==> config.mk <==
export PLATFORM = sky130hd
export DESIGN_NAME = pc_fetch_unit
export DESIGN_NICKNAME = d
export VERILOG_FILES = /design/src/rtl/pc_pkg.sv /design/src/rtl/pc_ras.sv /design/src/rtl/pc_fetch_unit.sv
export SDC_FILE = /design/constraint.sdc
export NUM_CORES = 1
export LEC_CHECK = 0
export CAP_MARGIN = 10
export CORE_MARGIN = 2
export CORE_UTILIZATION = 39
export DETAILED_ROUTE_END_ITERATION = 7
export PLACE_DENSITY_LB_ADDON = 0.3
export SETUP_SLACK_MARGIN = 0.15
export SYNTH_ARGS = -nofsm -noshare
export SYNTH_HDL_FRONTEND = slang
export SYNTH_SLANG_ARGS = --single-unit
==> constraint.sdc <==
create_clock -name clk -period 2.9 [get_ports clk]
set_input_delay 0.87 -clock clk [delete_from_list [all_inputs] [get_ports clk]]
set_output_delay 0.87 -clock clk [all_outputs]
set_load 0.03 [all_outputs]
==> src/rtl/pc_pkg.sv <==
// pc_pkg: shared FSM/source encodings and the alignment test for the fetch PC generator
package pc_pkg;

  typedef enum logic {BOOT, RUN} pc_state_e;

  typedef enum logic [2:0] {SRC_HOLD, SRC_REDIR, SRC_RET, SRC_JUMP, SRC_INC} pc_src_e;

  // lo holds target bits [1:0]; bit0 has already been cleared by target formation
  function automatic logic is_aligned(input logic [1:0] lo, input int ialign);
    return ialign == 4 ? lo == 2'b00 : !lo[0];
  endfunction

endpackage

==> src/rtl/pc_ras.sv <==
// pc_ras: circular return-address stack; a push when full overwrites the oldest entry
module pc_ras #(
  parameter int XLEN      = 32,
  parameter int RAS_DEPTH = 4
) (
  input  logic                       clk,
  input  logic                       reset_n,
  input  logic                       push,
  input  logic                       pop,
  input  logic [XLEN-1:0]            push_data,
  output logic [XLEN-1:0]            top,
  output logic [$clog2(RAS_DEPTH):0] count,
  output logic                       empty
);

  localparam int AW = $clog2(RAS_DEPTH);
  localparam logic [AW:0]   FULL   = RAS_DEPTH[AW:0];
  localparam logic [AW:0]   ONE_C  = 1;
  localparam logic [AW-1:0] ONE_P  = 1;

  logic [XLEN-1:0] mem [RAS_DEPTH];
  logic [AW-1:0]   ptr;

  assign top   = mem[ptr];
  assign empty = count == '0;

  // pointer and occupancy: pointer wraps freely, occupancy saturates at the depth
  always_ff @(posedge clk or negedge reset_n)
    if (!reset_n) begin
      ptr   <= '0;
      count <= '0;
    end else if (push) begin
      ptr   <= ptr + ONE_P;
      count <= count == FULL ? count : count + ONE_C;
    end else if (pop) begin
      ptr   <= ptr - ONE_P;
      count <= count - ONE_C;
    end

  // entry storage: contents are only meaningful below the occupancy, so no reset
  always_ff @(posedge clk)
    if (push) mem[ptr + ONE_P] <= push_data;

endmodule

==> src/rtl/pc_fetch_unit.sv <==
// pc_fetch_unit: fetch PC generator (redirect > stall > return > jump > increment); RAS enabled by PC_RAS_EN
module pc_fetch_unit
  import pc_pkg::*;
#(
  parameter int              XLEN       = 32,
  parameter logic [XLEN-1:0] RESET_ADDR = '0,
  parameter int              IALIGN     = 4,
  parameter int              RAS_DEPTH  = 4
) (
  input  logic            clk,
  input  logic            reset_n,
  input  logic            stall_i,
  input  logic            redirect_i,
  input  logic [XLEN-1:0] redirect_addr_i,
  input  logic            jump_i,
  input  logic [XLEN-1:0] imm_i,
  input  logic            call_i,
  input  logic            ret_i,
  output logic [XLEN-1:0] pc_o,
  output logic [XLEN-1:0] prev_pc_o,
  output logic            pc_valid_o,
  output logic            misalign_o,
  output logic            ras_empty_o,
  output logic            ras_underflow_o
);

  pc_state_e       state, state_nxt;
  pc_src_e         src;
  logic [XLEN-1:0] seq, raw, target, ras_top;
  logic            ras_hit, ras_push, ras_pop, misalign_hit, accept, underflow_hit;

  assign seq = pc_o + XLEN'(IALIGN);

`ifdef PC_RAS_EN
  logic                       ras_empty;
  logic [$clog2(RAS_DEPTH):0] ras_count;
  logic                       unused_count;

  pc_ras #(.XLEN(XLEN), .RAS_DEPTH(RAS_DEPTH)) u_ras (
    .clk       (clk),
    .reset_n   (reset_n),
    .push      (ras_push),
    .pop       (ras_pop),
    .push_data (seq),
    .top       (ras_top),
    .count     (ras_count),
    .empty     (ras_empty)
  );

  assign ras_hit       = !ras_empty;
  assign ras_empty_o   = ras_empty;
  assign unused_count  = ^ras_count;
  assign underflow_hit = state == RUN && !redirect_i && !stall_i && ret_i && ras_empty;
`else
  logic unused_ras;

  assign ras_top       = '0;
  assign ras_hit       = 1'b0;
  assign ras_empty_o   = 1'b1;
  assign underflow_hit = 1'b0;
  assign unused_ras    = ras_push | ras_pop;
`endif

  // state register: BOOT after reset, RUN from the first clock after release
  always_ff @(posedge clk or negedge reset_n)
    if (!reset_n) state <= BOOT;
    else          state <= state_nxt;

  // next state: one-way transition out of BOOT
  always_comb state_nxt = state == BOOT ? RUN : state;

  // FSM output: the PC is a fetch address only once running
  always_comb pc_valid_o = state == RUN;

  // next-PC selection; a return with nothing to pop falls back to the sequential PC
  always_comb begin
    src = state != RUN ? SRC_HOLD :
          redirect_i   ? SRC_REDIR :
          stall_i      ? SRC_HOLD :
          ret_i        ? (ras_hit ? SRC_RET : SRC_INC) :
          jump_i       ? SRC_JUMP : SRC_INC;
    raw = src == SRC_REDIR ? redirect_addr_i :
          src == SRC_RET   ? ras_top :
          src == SRC_JUMP  ? pc_o + imm_i : seq;
    target       = raw & ~XLEN'(1);
    misalign_hit = src != SRC_HOLD && !is_aligned(target[1:0], IALIGN);
    accept       = src != SRC_HOLD && !misalign_hit;
    ras_push     = accept && call_i && (src == SRC_REDIR || src == SRC_JUMP);
    ras_pop      = accept && src == SRC_RET;
  end

  // PC pair update and single-cycle status pulses
  always_ff @(posedge clk or negedge reset_n)
    if (!reset_n) begin
      pc_o            <= RESET_ADDR;
      prev_pc_o       <= '0;
      misalign_o      <= 1'b0;
      ras_underflow_o <= 1'b0;
    end else begin
      misalign_o      <= misalign_hit;
      ras_underflow_o <= underflow_hit;
      if (accept) begin
        prev_pc_o <= pc_o;
        pc_o      <= target;
      end
    end

endmodule

==> results of run 1 <==
## synth_stat cells (3+ instances only)
cell,number,share of area
nand3_1,26,0.026
inv_1,5,0.0038
a22oi_1,3,0.0045
a21o_1,15,0.023
a211oi_1,11,0.017
a31oi_1,6,0.0075
nand2_1,135,0.10
clkbuf_1,17,0.013
and4_1,5,0.0088
nand4_1,9,0.011
o31ai_1,5,0.0075
nor2_1,50,0.038
a21oi_1,56,0.056
nor2b_1,5,0.0063
mux2i_1,5,0.010
nor3_1,11,0.011
a221o_1,3,0.0060
ha_1,31,0.078
xnor2_1,22,0.039
buf_4,4,0.0060
and2_1,5,0.0063
o21ai_0,52,0.052
and3_1,7,0.0088
buf_2,7,0.0070
dfrtp_1,64,0.32
xor2_1,17,0.030
o21bai_1,4,0.0060
## power groups by stage
stage	combinational (uW)	clock, uW	sequential, uW
after floorplan	1390	0	1840
after global placement	3370	0	1380
after detailed placement	3410	0	1400
after CTS	3670	1350	1400
after global routing	4210	1380	1440
final	3950	1340	1410
## area by class of cell
| class | instances | area (sq um) | area share |
|---|---|---|---|
| multi-input cells | 533 | 3810 | 0.454 |
| repair buffers | 269 | 2370 | 0.283 |
| flip-flops and latches | 64 | 1600 | 0.191 |
| clock buffers | 10 | 239 | 0.0285 |
| well taps | 172 | 215 | 0.0257 |
| clock inverters | 6 | 130 | 0.0155 |
| inverters | 5 | 18.8 | 0.00224 |
## per-stage QoR
step | util | worst slack, ns
5_1_grt | 0.667 | -0.114
4_1_cts | 0.645 | -0.124
3_5_place_dp | 0.588 | -0.775
6_report | 0.667 | -0.00350
3_3_place_gp | 0.588 | -0.772
2_1_floorplan | - | -0.00764
## per-layer routing
layer  vias to the layer above  share of wire  GRT usage
li1                       2765              -          -
met3                        35          0.080     0.0412
met4                         0          0.021     0.0847
met2                       256           0.44      0.411
met1                      2739           0.46      0.417
met5                         -              0          0
## flip-flops by register name, indices dropped and copies added (netlist names)
name / cells
prev_pc_o: 31
pc_o: 31
misalign_o: 1
pc_valid_o: 1
## what timing repair did
| item | CTS | global route |
|---|---|---|
| setup endpoints to repair | 25 | 31 |
| resized for setup | 86 | 49 |
| setup buffers | 9 | 7 |
| pin swaps | 41 | 37 |
## logic make-up after synthesis
logic type	after synthesis	synth area share
other	2	0.00150
AO/OA/AOI/OAI	183	0.233
buffers and inverters	40	0.0391
AND/OR/NAND/NOR	267	0.241
XOR/XNOR	39	0.0684
adder cells (fa/ha/maj)	32	0.0817
multiplexers	7	0.0150
flip-flops	64	0.321
## worst max-delay path, stage by stage
cell	delay, ns
buf_6	0.09
ha_4	0.15
buf_6	0.12
a211oi_4	0.21
o21bai_2	0.11
a221o_2	0.41
a31oi_4	0.24
o21ai_2	0.08
a21o_1	0.19
a311oi_2	0.27
mux2i_1	0.26
o211ai_2	0.09
## final timing paths
| check | end | cells after the start | startpoint |
|---|---|---|---|
| max | pc_o[30] | 12 | imm_i[1] |
| max reg2reg | pc_o[30] | 10 | pc_o[2] |
| min reg2reg | prev_pc_o[23] | 2 | prev_pc_o[23] |
| max in group asynchronous | prev_pc_o[24] | 2 | reset_n |
| min | prev_pc_o[23] | 2 | prev_pc_o[23] |
| min in group asynchronous | pc_o[6] | 1 | reset_n |
## layout by cell type, fill, tap and decap left out, types with 4 or more instances in the layout
cell             count
a211oi_1             7
a211oi_2             4
a21o_1              15
a21oi_1             45
a21oi_2              6
a21oi_4              5
a31oi_1              4
and2_1               5
and3_1               6
and4_1               5
buf_4              131
buf_6                6
bufinv_16            4
clkbuf_16            9
clkdlybuf4s50_1    111
conb_1               5
dfrtp_1             64
dlygate4sd2_1       11
ha_1                14
ha_4                15
inv_1                5
mux2i_1              5
nand2_1            133
nand3_1             21
nand3_2              4
nand4_1              9
nor2_1              48
nor3_1               9
o21ai_0             38
o21ai_1             10
o21ai_2              5
o31ai_1              4
xnor2_1             18
xnor2_2              4
xor2_1              15
==> flow_summary.toml, run 1 <==
[job]
maxCapViolCount = 0

[synth]
synth_flop_cell = "dfrtp_1"
async_reset_ff_frac = 1.00
synth_cells = 634
synth_area_per_cell_sq_um = 7.88
yosys_warnings = 0
syn_area_sq_mm = 0.00499
ys_ff_latch = 64
synth_edf_count = 0
synth_seq_area_share = 0.321
ys_types = 71

[clock_network]
cts_tree = "done"
cts_sinks = 64
cts-buffers-inserted = 9
clockRootBuffer = "clkbuf_16"
h-tree-depth = 3
clk_latency_ns = 0.34
cts_buffer_depth = 2
clk_pin_slew_ns = 0.05
ctsHoldBuffers = 0

[sta]
worst_slew_pin_slew_ns = 0.559
setup_viol = 1
final.setup.worst_slack_ns = -0.00350
max_clock_freq_mhz = 344
rsz0062_at_grt = "true"
fin_crit_sh = 1.00
slew_headroom = 0.627
whs_ns = 0.458
period_needed_ns = 2.90
drv_slew = 0
setup-tns-final_ns = -0.00350
fin_skew_ns = 0.00963
hold_violations = 0

[pwr]
leakage_uw = 0.00376
p_per_area_mw_per_mm2 = 798
clkPwrFrac = 0.200
swShare = 0.414
internal_power_uw = 3920
total_power_uw = 6700
p_comb_frac = 0.589
power_switching_uw = 2780
ir_worst_vdd_v = 0.000377
power_frac_seq = 0.211

[status]
outcome = "finished with violations"
violations = "negative setup slack"

[global_route]
grt-ovfl-total = 0
grt_max_degree = 44
grt_pass1_vias = 5538
grt_pass1_wl_um = 29100
antenna_found_initial = 0
grtUsageTotal = 0.278

[layout]
nNetsFinal = 985
nFillCells = 1019
final_area_sq_mm = 0.00839
syn_to_final_growth_pct = 67.9
final_cells = 1059
antenna_cells = 0
drive_gt1_frac = 0.278

[floorplanning]
initial_core_util = 0.397
dieArea_sq_mm = 0.0137
die_w_um = 117
rows = 41
die_h_um = 117
ios = 139
fp.coreArea_sq_mm = 0.0126

[placed_design]
place_congestion = 0.957
place_area_sq_mm = 0.00739
port_buffers = 131
dp_cells = 1027
hpwlAfterDp_um = 14300

[route]
antenna_left = 0
dr.pass1.iters = 5
wl_um = 19200
num_vias = 5795
drtIter0Drc = 554
drt_drc_violations_left = 0
routedWlPerCell_um = 18.1
vias_per_cell = 5.47

[worst_setup_path]
reg2reg_slack_ns = 0.09
path_max_fanout = 4
cp.arrival_ns = 3.11
critical_path_class = "primary input to flip-flop"
start_kind = "primary input"
cp-end-kind = "flip-flop"
required_ns = 3.10

[min_path]
hp-class = "flip-flop to flip-flop"
No activity file was read; power rests on OpenSTA's default activity.
==> inputs of run 2 (changes only) <==
--- a/config.mk
+++ b/config.mk
@@ -6,6 +6,7 @@
 export NUM_CORES = 1
 export LEC_CHECK = 0
 export CAP_MARGIN = 10
+export CORE_ASPECT_RATIO = 0.8
 export CORE_MARGIN = 2
 export CORE_UTILIZATION = 39
 export DETAILED_ROUTE_END_ITERATION = 7
==> run 2 against run 1 <==
Net effect:
- the run still ends with negative setup slack left
- sequential power is essentially flat
- sequential share of layout area shrank 0.068 points
- via count grew 1.6%
- clock skew shrank 0.0033 ns
- routed wire length grew 6.7%
- cell count grew 0.38%
- design area grew 0.36%
- flip-flop and latch count is the same
- die area is essentially flat
- critical path type unchanged
- largest cell class unchanged
- highest routed layer unchanged
==> flow_summary.toml, run 2 (synthesis results as in run 1) <==
[pwr]
internal_power_uw = 3790
p_per_area_mw_per_mm2 = 799
power_switching_uw = 2930
clkPwrFrac = 0.178
ir_worst_vdd_v = 0.000360
power_frac_seq = 0.211
total_power_uw = 6730
swShare = 0.436
p_comb_frac = 0.611
leakage_uw = 0.00375

[status]
outcome = "finished with violations"
violations = "negative setup slack"

[route]
drtIter0Drc = 562
wl_um = 20500
num_vias = 5886
vias_per_cell = 5.54
dr.pass1.iters = 5
antenna_left = 0
routedWlPerCell_um = 19.3
drt_drc_violations_left = 0

[sta]
worst_slew_pin_slew_ns = 0.529
final.setup.worst_slack_ns = -0.0365
max_clock_freq_mhz = 341
rsz0062_at_grt = "true"
slew_headroom = 0.645
fin_crit_sh = 1.01
hold_violations = 0
period_needed_ns = 2.94
fin_skew_ns = 0.00635
setup_viol = 3
drv_slew = 0

[layout]
nFillCells = 955
final_util = 0.682
final_common_cell = "nand2_1"
final_cells = 1063
multi_input_area_sq_mm = 0.00384
top_regs = "pc_o: 31 flops, prev_pc_o: 31 flops"
nNetsFinal = 990
final_cell_mix = "nand2_1 (133), buf_4 (131), clkdlybuf4s50_1 (113)"
final_area_sq_mm = 0.00842
drive_gt1_frac = 0.286
syn_to_final_growth_pct = 68.5
antenna_cells = 0
regArea_sq_mm = 0.00160

[floorplanning]
die_h_um = 105
rows = 36
ios = 139
initial_core_util = 0.405
die_w_um = 131
dieArea_sq_mm = 0.0137
fp.coreArea_sq_mm = 0.0123

[clock_network]
ctsHoldBuffers = 0
clk_latency_ns = 0.34
clk_pin_slew_ns = 0.06
clockRootBuffer = "clkbuf_16"
h-tree-depth = 3
cts-buffers-inserted = 9
cts_buffer_depth = 2
cts_tree = "done"
cts_sinks = 64

[placed_design]
dp_cells = 1027
place_area_sq_mm = 0.00740
hpwlAfterDp_um = 15100
port_buffers = 131
place_congestion = 0.918

[min_path]
hp-class = "primary input to async pin"

[global_route]
grt_pass1_wl_um = 30300
grt_pass1_vias = 5621
grtUsageTotal = 0.287
antenna_found_initial = 0
grt-ovfl-total = 0
grt_max_degree = 40

[worst_setup_path]
required_ns = 3.12
start_kind = "primary input"
path_max_fanout = 3
cp-end-kind = "flip-flop"
critical_path_class = "primary input to flip-flop"
cp.arrival_ns = 3.16

[job]
maxCapViolCount = 0
[run 2: routing by layer]
layer / part of all wire / up-vias / GRT usage
li1: - / 2757 / -
met1: 0.44 / 2776 / 0.433
met2: 0.43 / 313 / 0.409
met3: 0.11 / 40 / 0.0777
met4: 0.022 / 0 / 0.0631
met5: 0 / - / 0
[run 2: worst max-delay path, stage by stage]
cell and delay (ns):
dlygate4sd2_1 0.26, ha_4 0.25, o21ai_2 0.06, o21bai_2 0.11, a221o_2 0.42, a31oi_4 0.24, buf_6 0.12, buf_6 0.08
buf_6 0.11, o21bai_4 0.07, a211o_1 0.33, a22oi_2 0.16, o21ai_1 0.07
[run 2: repair_timing]
item,in CTS,in global routing
pin swaps,34,61
gates resized for setup,75,68
endpoints found under the setup margin,25,20
buffers inserted,12,8
[run 2: layout make-up]
class                      count  area share
clock inverter                 7      0.0113
inverter                       5     0.00223
clock buffer                   9      0.0268
sequential                    64       0.190
tap                          171      0.0254
multi-input combinational    533       0.456
timing repair buffer         274       0.288
[run 2: power by group through the flow]
stage               clock, uW  combinational, uW  sequential (uW)
floorplan                   0               1390             1840
global placement            0               3380             1390
detailed placement          0               3450             1400
CTS                      1200               3690             1410
global route             1230               4360             1450
finish                   1200               4110             1420
[run 2: stage by stage]
stage / hold WS (ns) / worst slack [ns] / setup TNS [ns]
6_report: 0.309 / -0.0365 / -0.0490
5_1_grt: 0.311 / -0.114 / -0.541
4_1_cts: 0.308 / -0.0302 / -0.0302
3_5_place_dp: 0.460 / -0.770 / -14.60
3_3_place_gp: 0.449 / -0.767 / -13.34
2_1_floorplan: 0.574 / -0.00764 / -0.00913
[run 2: worst paths after layout]
kind / slack [ns] / end / cells past startpoint / start
max reg2reg: 0.07 / pc_o[18] / 12 / pc_o[2]
min in group clk: 0.47 / prev_pc_o[14] / 2 / prev_pc_o[14]
min: 0.31 / pc_valid_o / 1 / reset_n
min reg2reg: 0.47 / prev_pc_o[14] / 2 / prev_pc_o[14]
max: -0.04 / pc_o[18] / 13 / imm_i[4]
max in group asynchronous: 1.92 / prev_pc_o[25] / 2 / reset_n
==> inputs of run 3 (changes only) <==
--- a/config.mk
+++ b/config.mk
@@ -10,7 +10,7 @@
 export CORE_MARGIN = 2
 export CORE_UTILIZATION = 39
 export DETAILED_ROUTE_END_ITERATION = 7
-export PLACE_DENSITY_LB_ADDON = 0.3
+export PLACE_DENSITY = 0.67
 export SETUP_SLACK_MARGIN = 0.15
 export SYNTH_ARGS = -nofsm -noshare
 export SYNTH_HDL_FRONTEND = slang
==> run 3 against run 2 <==
Net effect:
- the run now ends clean
- register-to-register slack improved by 0.12 ns
- cell count is 0.66% lower
- sequential share of layout area is 0.34 points higher
- die area did not move
- power fell by 4.4%
- worst setup slack gained 0.11 ns
- design area shrank 1.7%
- clock skew rose by 0.0018 ns
- sequential power barely moved
- clock power is 16% lower
- critical path type unchanged
- highest routed layer unchanged
==> flow_summary.toml, run 3 (synthesis results as in run 1) <==
[placed_design]
place_congestion = 0.933
place_area_sq_mm = 0.00737
dp_slack_ns = -0.804
hpwlAfterDp_um = 14700
port_buffers = 131

[sta]
drv_slew = 0
setup_viol = 0
setup-tns-final_ns = 0
fin_skew_ns = 0.00816
fin_crit_sh = 0.976
worst_slew_pin_slew_ns = 0.665
slew_headroom = 0.557
max_clock_freq_mhz = 353
period_needed_ns = 2.83
final.setup.worst_slack_ns = 0.0707
hold_violations = 0
rsz0062_at_grt = "true"

[job]
maxCapViolCount = 0

[status]
outcome = "finished, final reports clean"

[global_route]
grt_max_degree = 40
top_usage_layer = "met1"
grt-ovfl-total = 0
antenna_found_initial = 0
use_met1 = 0.454
grt_use_met2 = 0.409
grt_pass1_vias = 5613
grt_pass1_wl_um = 30600
grtUsageTotal = 0.286
grt.met3_usage = 0.0401

[layout]
final_common_cell = "nand2_1"
final_area_sq_mm = 0.00827
drive_gt1_frac = 0.280
final_cell_mix = "nand2_1 (134), buf_4 (127), clkdlybuf4s50_1 (112)"
nNetsFinal = 983
final_util = 0.670
antenna_cells = 0
syn_to_final_growth_pct = 65.6
top_regs = "pc_o: 31 flops, prev_pc_o: 31 flops"
nFillCells = 1016

[floorplanning]
die_h_um = 105
dieArea_sq_mm = 0.0137
rows = 36
fp.coreArea_sq_mm = 0.0123
die_w_um = 131
initial_core_util = 0.405
ios = 139

[route]
routedWlPerCell_um = 18.5
antenna_left = 0
drt_drc_violations_left = 0
num_vias = 5786
drtIter0Drc = 475
wl_um = 19600
dr.pass1.iters = 5
vias_per_cell = 5.48

[pwr]
p_per_area_mw_per_mm2 = 777
leakage_uw = 0.00367
ir_worst_vdd_v = 0.000336

[worst_setup_path]
critical_path_class = "primary input to flip-flop"
required_ns = 3.16
cp.arrival_ns = 3.09
cp-end-kind = "flip-flop"
start_kind = "primary input"
path_max_fanout = 3

[clock_network]
cts_buffer_depth = 2
clk_pin_slew_ns = 0.06
h-tree-depth = 3
ctsHoldBuffers = 0
clk_latency_ns = 0.33
cts-buffers-inserted = 9
clockRootBuffer = "clkbuf_16"
cts_tree = "done"
cts_sinks = 64

[min_path]
hp-class = "flip-flop to flip-flop"
[run 3: layout make-up]
type	instances	area, sq um	share of cell area
clock buffers	10	239	0.0289
repair buffers	267	2360	0.285
multi-input cells	533	3800	0.459
flip-flops and latches	64	1600	0.194
inverters	5	18.8	0.00227
clock inverters	6	45.0	0.00545
well taps	171	214	0.0259
[run 3: worst max-delay path: stages]
cell and delay [ns]:
dlygate4sd2_1 0.26, ha_4 0.23, a21oi_1 0.27, o21ai_4 0.12, nor3_2 0.26, nand3_4 0.16, a31oi_4 0.26, o21bai_4 0.09
a221o_1 0.34, o2bb2ai_1 0.13, nor2_1 0.09
[run 3: metrics by stage]
stage               hold slack (ns)  power (uW)  instances
global placement              0.448        4780       1022
floorplan                     0.574        3230        637
global route                  0.484        6780       1056
CTS                           0.466        6100       1051
finish                        0.462        6430       1056
detailed placement            0.454        4830       1022
[run 3: report_power, final]
part	internal [uW]	leakage (uW)	switching, uW
logic	1870	0.00273	2130
clock network	602	0.000131	405
registers	1120	0.000806	300
total	3600	0.00367	2830
[run 3: per-layer routing]
| metal | routed length [um] | part of all wire | vias to the layer above |
|---|---|---|---|
| li1 | - | - | 2744 |
| met1 | 9260 | 0.47 | 2760 |
| met2 | 8310 | 0.42 | 263 |
| met3 | 1790 | 0.091 | 19 |
| met4 | 217 | 0.011 | 0 |
| met5 | 0 | 0 | - |
[run 3: path summary, 6_finish.rpt]
path / startpoint / to / slack [ns] / cells past startpoint
setup / recovery: imm_i[14] / pc_o[31] / 0.07 / 11
setup reg to reg: pc_o[2] / pc_o[30] / 0.19 / 10
hold / removal: prev_pc_o[2] / prev_pc_o[2] / 0.46 / 2
min in group asynchronous: reset_n / pc_o[6] / 0.57 / 1
hold reg to reg: prev_pc_o[2] / prev_pc_o[2] / 0.46 / 2
max in group asynchronous: reset_n / prev_pc_o[12] / 1.68 / 2
[run 3: timing repair]
item	CTS	global route
setup endpoints to repair	25	48
setup buffers	13	5
pin swaps	43	49
gates resized for setup	81	57
